[config.mk]
export PLATFORM = sky130hd
export DESIGN_NAME = ss_seq
export DESIGN_NICKNAME = d
export VERILOG_FILES = /design/src/rtl/ss_seq.sv
export SDC_FILE = /design/constraint.sdc
export NUM_CORES = 1
export LEC_CHECK = 0
export CAP_MARGIN = 40
export CELL_PAD_IN_SITES_DETAIL_PLACEMENT = 0
export CELL_PAD_IN_SITES_GLOBAL_PLACEMENT = 1
export CORE_ASPECT_RATIO = 0.5
export CORE_MARGIN = 3
export CORE_UTILIZATION = 40
export CTS_CLUSTER_DIAMETER = 60
export DETAILED_ROUTE_END_ITERATION = 8
export PLACE_DENSITY = 0.84
export SLEW_MARGIN = 5
export SYNTH_ARGS = -nofsm -noshare
export SYNTH_HDL_FRONTEND = slang
export SYNTH_SLANG_ARGS = --single-unit
[constraint.sdc]
create_clock -name clk -period 2.64 [get_ports clk]
set_clock_uncertainty 0.1 [all_clocks]
set_input_delay 0.264 -clock clk [delete_from_list [all_inputs] [get_ports clk]]
set_output_delay 0.264 -clock clk [all_outputs]
set_load 0.02 [all_outputs]
[src/rtl/ss_seq.sv]
// Save-state sequencer: copies mapper registers plus the mapper index into a byte buffer,
// and restores them after checking that the buffered index matches this mapper.
module ss_seq #(
   parameter int         REG_CNT  = 2,
   parameter int         IDX_ADDR = 127,
   parameter logic [7:0] MAP_IDX  = 8'd0,
   parameter int         TMO      = 255
) (
   input  logic       clk,
   input  logic       rst_n,
   input  logic       save_req,
   input  logic       load_req,
   output logic       busy,
   output logic       done,
   output logic       err,
   output logic       ss_act,
   output logic       ss_we,
   output logic [7:0] ss_addr,
   output logic [7:0] ss_wdat,
   input  logic [7:0] ss_rdat,
   output logic       mem_req,
   output logic       mem_we,
   output logic [7:0] mem_addr,
   output logic [7:0] mem_wdat,
   input  logic [7:0] mem_rdat,
   input  logic       mem_ack
);
   typedef enum logic [2:0] {IDLE, S_RD, S_WR, L_IDX, L_RD, L_WR, FIN, ERR} state_t;

   localparam logic [7:0] LAST     = 8'(REG_CNT - 1);
   localparam logic [7:0] IDX_SLOT = 8'(REG_CNT);
   localparam logic [7:0] IDX_SS   = 8'(IDX_ADDR);
   localparam logic [7:0] TMO_CNT  = 8'(TMO);

   state_t     state, state_nxt;
   logic [7:0] a, data, wcnt;
   logic       ack, tmo_hit;

   always_comb begin
      // NOTE: every signal driven here gets a default first, so no latch can be inferred.
      state_nxt = state;
      ack       = mem_req && mem_ack;
      tmo_hit   = mem_req && !mem_ack && (wcnt + 8'd1 >= TMO_CNT);
      case (state)
         IDLE: begin
            if (save_req)      state_nxt = S_RD;
            else if (load_req) state_nxt = L_IDX;
         end
         S_RD: state_nxt = S_WR;
         S_WR: begin
            if (tmo_hit)  state_nxt = ERR;
            else if (ack) state_nxt = (a == IDX_SLOT) ? FIN : S_RD;
         end
         L_IDX: begin
            if (tmo_hit)  state_nxt = ERR;
            else if (ack) state_nxt = (mem_rdat == MAP_IDX) ? L_RD : ERR;
         end
         L_RD: begin
            if (tmo_hit)  state_nxt = ERR;
            else if (ack) state_nxt = L_WR;
         end
         L_WR:    state_nxt = (a == LAST) ? FIN : L_RD;
         default: state_nxt = IDLE;
      endcase
   end

   // a == IDX_SLOT marks the extra save pass that stores the mapper index.
   // NOTE: sequential state uses non-blocking assignments only; the async reset clears all of it.
   always_ff @(posedge clk or negedge rst_n) begin
      if (!rst_n) begin
         state    <= IDLE;
         a        <= 8'd0;
         data     <= 8'd0;
         wcnt     <= 8'd0;
         busy     <= 1'b0;
         done     <= 1'b0;
         err      <= 1'b0;
         ss_act   <= 1'b0;
         ss_we    <= 1'b0;
         ss_addr  <= 8'd0;
         ss_wdat  <= 8'd0;
         mem_req  <= 1'b0;
         mem_we   <= 1'b0;
         mem_addr <= 8'd0;
         mem_wdat <= 8'd0;
      end else begin
         state  <= state_nxt;
         busy   <= (state_nxt != IDLE);
         ss_act <= !(state_nxt inside {IDLE, FIN, ERR});
         done   <= (state_nxt == FIN);
         ss_we  <= 1'b0;
         if (state_nxt == ERR)    err     <= 1'b1;
         if (mem_req && !mem_ack) wcnt    <= wcnt + 8'd1;
         if (ack || tmo_hit)      mem_req <= 1'b0;

         // A memory state issues its request one cycle after entry, leaving a gap after each ack.
         case (state)
            IDLE: begin
               if (save_req || load_req) begin
                  err <= 1'b0;
                  a   <= 8'd0;
               end
               if (save_req) ss_addr <= 8'd0;
            end
            S_RD: data <= ss_rdat;
            S_WR: begin
               if (!mem_req) begin
                  mem_req  <= 1'b1;
                  wcnt     <= 8'd0;
                  mem_we   <= 1'b1;
                  mem_addr <= a;
                  mem_wdat <= data;
               end else if (ack && a != IDX_SLOT) begin
                  a       <= a + 8'd1;
                  ss_addr <= (a == LAST) ? IDX_SS : a + 8'd1;
               end
            end
            L_IDX: begin
               if (!mem_req) begin
                  mem_req  <= 1'b1;
                  wcnt     <= 8'd0;
                  mem_we   <= 1'b0;
                  mem_addr <= IDX_SLOT;
               end else if (ack) begin
                  a <= 8'd0;
               end
            end
            L_RD: begin
               if (!mem_req) begin
                  mem_req  <= 1'b1;
                  wcnt     <= 8'd0;
                  mem_we   <= 1'b0;
                  mem_addr <= a;
               end else if (ack) begin
                  data    <= mem_rdat;
                  ss_addr <= a;
                  ss_wdat <= mem_rdat;
                  ss_we   <= 1'b1;
               end
            end
            L_WR: if (a != LAST) a <= a + 8'd1;
            default: ;
         endcase
      end
   end
endmodule
==> qor.csv, run 1 <==
stage;metric;value;unit
global_routing;grt_max_degree;35;
timing;period_needed;2.49;ns
timing;slew_headroom;49.6;%
layout;syn_to_final_growth;38.2;%
layout;design_area;0.00437;mm^2
layout;multiInputGateArea;0.00143;mm^2
power;p_total;4.98;mW
timing;rsz0062_at_grt;no;
cts;cts_made_buffers;9;
power;p_clk_share;28.0;%
logic_synthesis;synth_fa_ha_area_share;1.98;%
logic_synthesis;async_reset_ff_share;100;%
power;seqPwrFrac;31.5;%
detailed_routing;ant_nets;0;
global_routing;grt_antenna_before_repair;0;
setup_path;crit_type;input port to flop;
cts;h-tree-depth;3;
floorplan;row_count;22;
logic_synthesis;netlist_instances;315;
power;swShare;35.1;%
power;combPwrFrac;40.5;%
cts;post_cts_buffers;0;
logic_synthesis;synthXorXnorAreaFrac;1.66;%
placement;port_buffers;59;
setup_path;critPathLaunchType;input port;
detailed_routing;wl_per_cell;15.8;um
setup_path;timing.critical_path.buf_inv;2;
setup_path;crit_chain;clkdlybuf4s50_1 > nor4_1 > buf_4 > a31oi_1 > or4_1 > a21o_1 > or3_1 > a21boi_1;
layout;final_common_cell;dfrtp_1;
cts;root_buffer;clkbuf_16;
run_status;status;finished clean;
logic_synthesis;syn_area_per_cell;10.0;um^2
cts;cts_tree;yes;
power;switchingPower;1.75;mW
logic_synthesis;synth_mux_area_share;5.70;%
detailed_routing;drt_wl_total;7.97;mm
setup_path;required;2.75;ns
timing;slew_viol_final;0;
detailed_routing;drt-initial-drc-count;140;
setup_path;max_stage_delay;0.54;ns
logic_synthesis;synth_top_area_cell;dfrtp_1;
floorplan;die_h;68.9;um
logic_synthesis;ys_seq_area_share;52.2;%
logic_synthesis;synth_area_leaders;dfrtp_1, mux2_1, nand2_1;
floorplan;initial_core_util;42.2;%
logic_synthesis;yosys_warnings;0;
timing;worstMarginPinSlew;0.756;ns
detailed_routing;vias;2731;
flow_run;cap_violations;0;
cts;cts.clk_slew.worst_paths;0.05;ns
worst_hold_path;worstHoldPathType;flop to flop;
placement;dp.final_hpwl;5.87;mm
logic_synthesis;synth_seq_cells;66;
layout;most-common-layout-cells;dfrtp_1, clkdlybuf4s50_1, nand2_1;
layout;diodes;0;
floorplan;ioPinCount;60;
layout;fillers;632;
global_routing;grt_pass1_wl;13.3;mm
cts;clockBufferDepth;2;
placement;finalWeightedCongestion;0.871;
global_routing;overflow;0;
logic_synthesis;synth_fp_nets;341;
floorplan;die_w;132;um
global_routing;grtUsageTotal;19.1;%
global_routing;grt_pass1_vias;2681;
floorplan;coreArea;0.00749;mm^2
detailed_routing;remaining_drc_errors;0;
power;p_leak;1.95;nW
power;cellPowerDensity;1140;mW/mm^2
logic_synthesis;yosysUniqueCellTypes;51;
setup_path;arrival;2.61;ns
layout;register_area;0.00165;mm^2
timing;hold_viol_final;0;
cts;cts.sinks;66;
timing;period_share;94.5;%
logic_synthesis;synth_top_area_share;52.2;%
logic_synthesis;synth_top_family_by_area;compound AO/OA/AOI/OAI gates;
floorplan;die_area;0.00907;mm^2
setup_path;endpoint_kind;flop;
detailed_routing;via_per_inst;5.40;
layout;post-route-util;58.4;%
setup_path;critPathMaxFanout;3;
timing;setup_viol;0;
logic_synthesis;synthSimpleGateAreaFrac;17.6;%
setup_path;crit_family;simple AND/OR/NAND/NOR gates;
logic_synthesis;synthFlopType;dfrtp_1;
placement;place_area;0.00400;mm^2
detailed_routing;first_pass_iters;4;
power;vdd_drop_max;0.488;mV
layout;drive_gt1_share;11.3;%
logic_synthesis;synth_enable_flop_cells;0;
logic_synthesis;syn_area;0.00316;mm^2
power;p_int;3.23;mW
cts;insertion_delay;0.33;ns
setup_path;slowest_stage;or4_1;
timing;fmax;401;MHz
layout;nets;419;
logic_synthesis;synth_compound_area_share;18.0;%
==> synthesized netlist by cell type (all sizes together), types with 2 or more instances <==
master / n
nor2: 30
buf: 3
xor2: 3
o21bai: 2
nor3: 3
nand3b: 2
a31oi: 11
a211oi: 2
nand2: 35
clkbuf: 14
nand4: 2
nor3b: 3
mux2: 16
or3b: 2
a22o: 8
nand3: 10
a22oi: 3
nor4: 3
nor2b: 4
xnor2: 3
ha: 5
nand2b: 3
a21o: 5
inv: 4
or3: 2
o31ai: 5
and3: 8
a21oi: 12
o21ai: 30
dfrtp: 66
==> per-stage QoR <==
| step | setup TNS, ns | hold slack [ns] | worst slack, ns | instances |
|---|---|---|---|---|
| finish | 0 | 0.373 | 0.146 | 506 |
| global placement | -0.228 | 0.260 | -0.174 | 489 |
| detailed placement | -0.220 | 0.276 | -0.177 | 489 |
| CTS | 0 | 0.377 | 0.0530 | 506 |
| floorplan | 0 | -0.132 | 0.207 | 315 |
| global route | 0 | 0.399 | 0.0269 | 506 |
==> path summary, 6_finish.rpt <==
path / slack (ns) / depth (start not counted) / end / from
max: 0.15 / 8 / ss_act / mem_rdat[5]
min: 0.37 / 1 / mem_we / mem_we
max in group asynchronous: 1.37 / 3 / mem_wdat[4] / rst_n
min in group asynchronous: 0.43 / 2 / wcnt[5] / rst_n
min reg2reg: 0.37 / 1 / mem_we / mem_we
max reg2reg: 0.20 / 8 / ss_act / a[0]
==> flip-flops by register name, summed over array words and instances (netlist names) <==
signal	count
err	1
state	3
data	8
done	1
ss_addr	8
mem_req	1
wcnt	8
mem_we	1
mem_addr	8
ss_we	1
mem_wdat	8
ss_act	1
ss_wdat	8
a	8
busy	1
==> cell families after synthesis <==
kind of cell,Yosys count
simple gates,112
compound gates,89
flops,66
buf+inv,21
mux,16
xor+xnor,6
fa+ha+maj,5
==> metal layers <==
layer  track usage [%]  wire [um]  vias to the layer above  part of all wire (%)
li1                  -          -                     1302                     -
met1              23.3       3530                     1339                    44
met2              31.5       3820                       77                    48
met3              5.94        457                       13                   5.7
met4              9.69        159                        0                   2.0
met5                 0          0                        -                     0
==> power groups by stage <==
stage | logic, mW | clock network (mW) | registers [mW]
2_1_floorplan | 0.930 | 0 | 1.78
3_3_place_gp | 1.96 | 0 | 1.56
3_5_place_dp | 2.02 | 0 | 1.58
4_1_cts | 2.03 | 1.42 | 1.57
5_1_grt | 2.20 | 1.47 | 1.62
6_report | 2.01 | 1.39 | 1.57
==> cell type report <==
class / instances / share of cell area [%]
clock buffers: 12 / 5.87
flip-flops and latches: 66 / 37.8
inverters: 4 / 0.344
repair buffers: 84 / 18.0
well taps: 108 / 3.09
multi-input cells: 228 / 32.6
clock inverters: 4 / 2.23
==> timing repair <==
item | 4_1_cts | 5_1_grt
hold buffers | 1 | 0
hold endpoints to repair | 32 | 0
resized for setup | 0 | 1
endpoints found under the setup margin | 0 | 1
(Power assumes the default switching activity.)
==> run 2: changes to the inputs <==
--- a/config.mk
+++ b/config.mk
@@ -11,7 +11,6 @@
 export CORE_ASPECT_RATIO = 0.5
 export CORE_MARGIN = 3
 export CORE_UTILIZATION = 40
-export CTS_CLUSTER_DIAMETER = 60
 export DETAILED_ROUTE_END_ITERATION = 8
 export PLACE_DENSITY = 0.84
 export SLEW_MARGIN = 5
==> results of run 2 <==
The final DEF is identical to that of run 1; final timing and power are the same.
